**src/rtl/alu_pkg.sv**
```systemverilog
// ALU encodings shared by the core and the shifter.
// Opcode, condition and shift-type constants.
package alu_pkg;

  localparam logic [3:0] OP_ADD  = 4'b0000;
  localparam logic [3:0] OP_SUB  = 4'b0001;
  localparam logic [3:0] OP_MUL  = 4'b0010;
  localparam logic [3:0] OP_OR   = 4'b0011;
  localparam logic [3:0] OP_AND  = 4'b0100;
  localparam logic [3:0] OP_XOR  = 4'b0101;
  localparam logic [3:0] OP_MOVI = 4'b0110;
  localparam logic [3:0] OP_MOV  = 4'b0111;
  localparam logic [3:0] OP_CMP  = 4'b1011;
  localparam logic [3:0] OP_LDR  = 4'b1101;
  localparam logic [3:0] OP_STR  = 4'b1110;

  localparam logic [3:0] CC_AL = 4'b0000;
  localparam logic [3:0] CC_EQ = 4'b0001;
  localparam logic [3:0] CC_GT = 4'b0010;
  localparam logic [3:0] CC_LT = 4'b0011;
  localparam logic [3:0] CC_GE = 4'b0100;
  localparam logic [3:0] CC_LE = 4'b0101;
  localparam logic [3:0] CC_HI = 4'b0110;
  localparam logic [3:0] CC_LO = 4'b0111;
  localparam logic [3:0] CC_HS = 4'b1000;
  localparam logic [3:0] CC_NE = 4'b1001;

  localparam logic [2:0] SR_NONE = 3'b000;
  localparam logic [2:0] SR_LSR  = 3'b001;
  localparam logic [2:0] SR_LSL  = 3'b010;
  localparam logic [2:0] SR_ROR  = 3'b011;
  localparam logic [2:0] SR_ASR  = 3'b100;

endpackage

```
**src/rtl/alu_shifter.sv**
```systemverilog
// Barrel shifter forming Op2 from In2.
// Ports: In2, SR_Cont (type), SR_Bit (amount) -> Op2.
module alu_shifter
  import alu_pkg::*;
(
  input  logic [31:0] In2,
  input  logic [2:0]  SR_Cont,
  input  logic [4:0]  SR_Bit,
  output logic [31:0] Op2
);

  logic [5:0] inv_amt;

  // Left half of a rotate; a 32-bit shift
  // yields 0, so ROR by 0 passes In2.
  assign inv_amt = 6'd32 - {1'b0, SR_Bit};

  always_comb begin
    Op2 = In2;
    case (SR_Cont)
      SR_LSR:  Op2 = In2 >> SR_Bit;
      SR_LSL:  Op2 = In2 << SR_Bit;
      SR_ROR:  Op2 = (In2 >> SR_Bit)
                   | (In2 << inv_amt);
      SR_ASR:  Op2 = $unsigned(
                 $signed(In2) >>> SR_Bit);
      default: Op2 = In2;
    endcase
  end

endmodule

```
**src/rtl/alu_core.sv**
```systemverilog
// Conditional ALU with registered result/flags.
// Ports: clk, rst, In1, In2, Opcode, Cond, SR_Bit, SR_Cont, S, Immediate -> Out, Flags{N,Z,C,V}, Condition_met.
module alu_core
  import alu_pkg::*;
(
  input  logic        clk,
  input  logic        rst,
  input  logic [31:0] In1,
  input  logic [31:0] In2,
  input  logic [3:0]  Opcode,
  input  logic [3:0]  Cond,
  input  logic [4:0]  SR_Bit,
  input  logic [2:0]  SR_Cont,
  input  logic        S,
  input  logic [15:0] Immediate,
  output logic [31:0] Out,
  output logic [3:0]  Flags,
  output logic        Condition_met
);

  logic [31:0] op2;
  logic [32:0] sum;
  logic [32:0] dif;
  logic [3:0]  add_f;
  logic [3:0]  sub_f;
  logic        cn, cz, cc, cv;
  logic        met;
  logic [31:0] res;

  logic [31:0] out_d, out_q;
  logic [3:0]  flags_d, flags_q;
  logic        met_d, met_q;

  alu_shifter u_shifter (
    .In2     (In2),
    .SR_Cont (SR_Cont),
    .SR_Bit  (SR_Bit),
    .Op2     (op2)
  );

  assign sum = {1'b0, In1} + {1'b0, op2};
  assign dif = {1'b0, In1} - {1'b0, op2};

  assign add_f = {
    sum[31],
    sum[31:0] == 32'd0,
    sum[32],
    (In1[31] == op2[31])
      && (sum[31] != In1[31])
  };

  // C is "no borrow" on subtract.
  assign sub_f = {
    dif[31],
    dif[31:0] == 32'd0,
    ~dif[32],
    (In1[31] != op2[31])
      && (dif[31] != In1[31])
  };

  // Condition always comes from the live
  // compare, never from stored flags.
  assign {cn, cz, cc, cv} = sub_f;

  always_comb begin
    met = 1'b1;
    case (Cond)
      CC_EQ:   met = cz;
      CC_GT:   met = ~cz && (cn == cv);
      CC_LT:   met = cn != cv;
      CC_GE:   met = cn == cv;
      CC_LE:   met = cz || (cn != cv);
      CC_HI:   met = cc && ~cz;
      CC_LO:   met = ~cc;
      CC_HS:   met = cc;
      CC_NE:   met = ~cz;
      default: met = 1'b1;
    endcase
  end

  always_comb begin
    res = 32'd0;
    case (Opcode)
      OP_ADD:  res = sum[31:0];
      OP_SUB:  res = dif[31:0];
      OP_MUL:  res = In1 * op2;
      OP_OR:   res = In1 | op2;
      OP_AND:  res = In1 & op2;
      OP_XOR:  res = In1 ^ op2;
      OP_MOVI: res = {16'd0, Immediate};
      OP_MOV:  res = In1;
      OP_LDR:  res = In1;
      OP_STR:  res = In1;
      default: res = 32'd0;
    endcase
  end

  always_comb begin
    met_d   = met;
    out_d   = met ? res : 32'd0;
    flags_d = flags_q;
    if (Opcode == OP_CMP) begin
      flags_d = sub_f;
    end else if (S && met) begin
      if (Opcode == OP_ADD)
        flags_d = add_f;
      else if (Opcode == OP_SUB)
        flags_d = sub_f;
      else
        flags_d = {res[31],
                   res == 32'd0,
                   flags_q[1:0]};
    end
  end

  always_ff @(posedge clk) begin
    if (rst) begin
      out_q   <= 32'd0;
      flags_q <= 4'd0;
      met_q   <= 1'b0;
    end else begin
      out_q   <= out_d;
      flags_q <= flags_d;
      met_q   <= met_d;
    end
  end

  assign Out           = out_q;
  assign Flags         = flags_q;
  assign Condition_met = met_q;

endmodule

```
**config.mk**
```make
export PLATFORM = sky130hd
export DESIGN_NAME = alu_core
export DESIGN_NICKNAME = d
export VERILOG_FILES = /design/src/rtl/alu_pkg.sv /design/src/rtl/alu_shifter.sv /design/src/rtl/alu_core.sv
export SDC_FILE = /design/constraint.sdc
export NUM_CORES = 2
export LEC_CHECK = 0
export ABC_AREA = 1
export CORE_ASPECT_RATIO = 2
export CORE_UTILIZATION = 46
export CTS_BUF_LIST = sky130_fd_sc_hd__clkbuf_4 sky130_fd_sc_hd__clkbuf_8 sky130_fd_sc_hd__clkbuf_16
export DETAILED_ROUTE_END_ITERATION = 16
export SLEW_MARGIN = 30
export SYNTH_ARGS = -nofsm -noshare
export SYNTH_HDL_FRONTEND = slang
export SYNTH_SLANG_ARGS = --single-unit
```
**constraint.sdc**
```tcl
create_clock -name clk -period 33 [get_ports clk]
set_input_delay 9.9 -clock clk [delete_from_list [all_inputs] [get_ports clk]]
set_output_delay 9.9 -clock clk [all_outputs]
set_load 0.01 [all_outputs]
```
==> impl_metrics.toml <==
[run_status]
run_status = "finished, final reports clean"

[yosys]
mapped_cell_area_sq_um = 28340
synth-async-reset-ratio_pct = 0
post_synth_inst_count = 4368
netlist-cell-type-count = 67
synth_seq_area_share_pct = 2.614
synth_warnings = 0
synthFlopType = "sky130_fd_sc_hd__dfxtp_1"
syn_nets = 5098
synth_edf_count = 0
synth.avg_cell_area_sq_um = 6.487
number_of_synthesized_register_bits = 37

[setup_path]
path_delay_family = "adder cells"
timing.critical_path.to_type = "register"
critical_path.max_stage_delay_ns = 0.83
timing.critical_path.mode_cell = "sky130_fd_sc_hd__nand2_1"
crit_buf_inv = 10
start_kind = "primary input"
slowest_stage = "sky130_fd_sc_hd__clkinv_1"
cp_max_fo = 38
cp_data_required_time_ns = 33.21
timing.critical_path.arrival_ns = 22.13
crit_type = "in2reg"

[grt]
grt_most_used_layer = "met2"
grt.met3_usage_pct = 16.39
groute.usage.overall_pct = 50.43
grt_pass1_wl_microns = 224600
antenna_found_initial = 7
grt_util_met1_pct = 45.28
number_of_global_route_vias_before_repair = 33239
grt_use_met2_pct = 81.94
globalRoute.totalOverflow = 0
grt_start_max_net_pins = 76

[final_layout]
count_of_filler_cells_inserted_in_the_layout = 6567
finish.utilization_pct = 50.05
syn2layout_area_growth_pct = 7.484
drive_above_1_share_pct = 4.849
design.final.nets = 5122

[sta]
finClkSkew_ns = 0
worst_slew_margin_rel_pct = 31.14
timing_worst_slew_pin_value_ns = 1.027
finalHoldViolCount = 0
fmax_ghz = 0.04562
finalCritPeriodShare_pct = 66.43
finalWorstSetupSlack_ns = 11.08
final.setup.tns_ns = 0
final_period_minus_worst_setup_slack_ns = 21.92
grt_setup_unrepaired = "no"
maxSlewViolCount = 0
final-setup-viol-count = 0

[routing]
drt_first_iter_violations = 2966
drt_wl_cell_microns = 29.55
routed_wirelength_microns = 153000
via_per_inst = 6.222
detail_route.first_pass.iterations = 9
dr_total_vias = 32223
drtAntennaViolNets = 0
drc = 0

[place]
place_hpwl_microns = 120300
numPortBuffers = 135
pre_cts_ws_ns = 11.47
routabilityCongestion = 1.115

[floorplan]
fp.dieArea_sq_um = 62660
initial_utilization_pct = 46.56
placement_rows = 128
core_area_sq_um = 60860
ios = 136
die_height_microns = 353
die_outline_width_microns = 177.5

[min_path]
worstHoldPathType = "reg2reg"

[flow_run]
drv.max_cap_violation_count = 0

[cts]
cts.repair.resized = 0
cts_setup_buffers = 0
cts_tree = "built"
ctsHoldBuffers = 0
clock_path_buffers = 2
cts_buffers = 5
cts_num_sinks = 37
cts.root.buffer_cell = "sky130_fd_sc_hd__clkbuf_16"
cts.htree.levels = 2
cts.clk_slew.worst_paths_ns = 0.06
clk_latency_ns = 0.28
Yosys cell counts (17+ instances only):
cell | n | area share [%]
sky130_fd_sc_hd__buf_1 | 24 | 0.32
sky130_fd_sc_hd__or2_2 | 36 | 0.79
sky130_fd_sc_hd__ha_1 | 220 | 9.7
sky130_fd_sc_hd__nand4_1 | 54 | 1.2
sky130_fd_sc_hd__nand3_1 | 604 | 11
sky130_fd_sc_hd__clkbuf_1 | 91 | 1.2
sky130_fd_sc_hd__o21ai_1 | 17 | 0.30
sky130_fd_sc_hd__nor2_1 | 494 | 6.5
sky130_fd_sc_hd__fa_1 | 411 | 29
sky130_fd_sc_hd__o211ai_1 | 23 | 0.61
sky130_fd_sc_hd__xor2_1 | 42 | 1.3
sky130_fd_sc_hd__nand2_1 | 1010 | 13
sky130_fd_sc_hd__inv_1 | 694 | 9.2
sky130_fd_sc_hd__o22ai_1 | 19 | 0.42
sky130_fd_sc_hd__a21oi_1 | 151 | 2.7
sky130_fd_sc_hd__dfxtp_1 | 37 | 2.6
sky130_fd_sc_hd__inv_2 | 24 | 0.32
sky130_fd_sc_hd__o21ai_0 | 111 | 2.0
sky130_fd_sc_hd__buf_2 | 50 | 0.88
sky130_fd_sc_hd__nor3_1 | 20 | 0.35
worst paths after layout:
check / startpoint / to / slack, ns / cells past startpoint
max: SR_Bit[2] / Flags[2] / 11.08 / 47
min: Flags[0] / Flags[0] / 0.49 / 2
max reg2reg: Flags[3] / Flags[3] / 32.26 / 3
min reg2reg: Flags[0] / Flags[0] / 0.49 / 2
worst min-delay path, stage by stage (launching register included):
cell	delay [ns]
sky130_fd_sc_hd__dfxtp_1	0.31
sky130_fd_sc_hd__nand3_1	0.07
sky130_fd_sc_hd__a21oi_1	0.06
cell type report:
class,instances,area [sq um],share of cell area (%)
Clock buffer,6,138.9,0.4560
Clock inverter,2,13.76,0.04519
Multi-Input combinational cell,3409,23960,78.66
Inverter,736,2773,9.104
Tap cell,780,975.9,3.204
Timing Repair Buffer,203,1842,6.047
Antenna cell,6,15.01,0.04930
Sequential cell,37,740.7,2.432
state kept, by name, indices dropped and copies added, names as in the netlist:
name / count
Out: 32
Flags: 4
Condition_met: 1
cell families after synthesis:
| group | count (synthesis) | share of synthesized area, % |
|---|---|---|
| AND/OR/NAND/NOR | 2299 | 35.03 |
| buffers and inverters | 922 | 12.89 |
| adder cells (fa/ha/maj) | 631 | 38.75 |
| AO/OA/AOI/OAI | 427 | 9.008 |
| XOR/XNOR | 51 | 1.669 |
| flip-flops | 37 | 2.614 |
| multiplexers | 1 | 0.03533 |
metrics by stage:
stage / hold WS [ns] / instance area [sq um] / std cells
2_1_floorplan: 0.5006 / 28340 / 4368
3_5_place_dp: 0.4800 / 30290 / 5165
4_1_cts: 0.4908 / 30440 / 5173
3_3_place_gp: 0.4843 / 30290 / 5165
6_report: 0.4891 / 30460 / 5179
5_1_grt: 0.5367 / 30440 / 5173
layer usage:
| metal | up-vias | part of all wire (%) |
|---|---|---|
| met3 | 1086 | 9.1 |
| met5 | - | 0.014 |
| li1 | 13818 | - |
| met1 | 15197 | 28 |
| met4 | 4 | 16 |
| met2 | 2118 | 47 |
cell usage in the layout (no fill, tap or decap), drive strengths merged, types with 2 or more instances in the layout:
cell / n
o22ai: 19
dfxtp: 37
buf: 72
a211oi: 10
nor3: 20
nand2: 1029
xnor2: 7
clkbuf: 6
o2111ai: 9
a21o: 4
o21ai: 134
diode: 6
nand3: 609
a2111oi: 3
a221oi: 13
xor2: 44
fa: 411
nand3b: 6
clkdlybuf4s50: 131
o221ai: 7
a21oi: 158
nor2: 511
a31oi: 12
clkinv: 15
o31ai: 5
inv: 723
nand4: 56
and2: 8
o211ai: 24
ha: 220
and3: 2
o21bai: 11
nor4: 12
o21a: 8
a21boi: 6
or2: 44
Power is not shown: default switching activity piles up to over one toggle a cycle in this logic, so the estimate is an artifact.
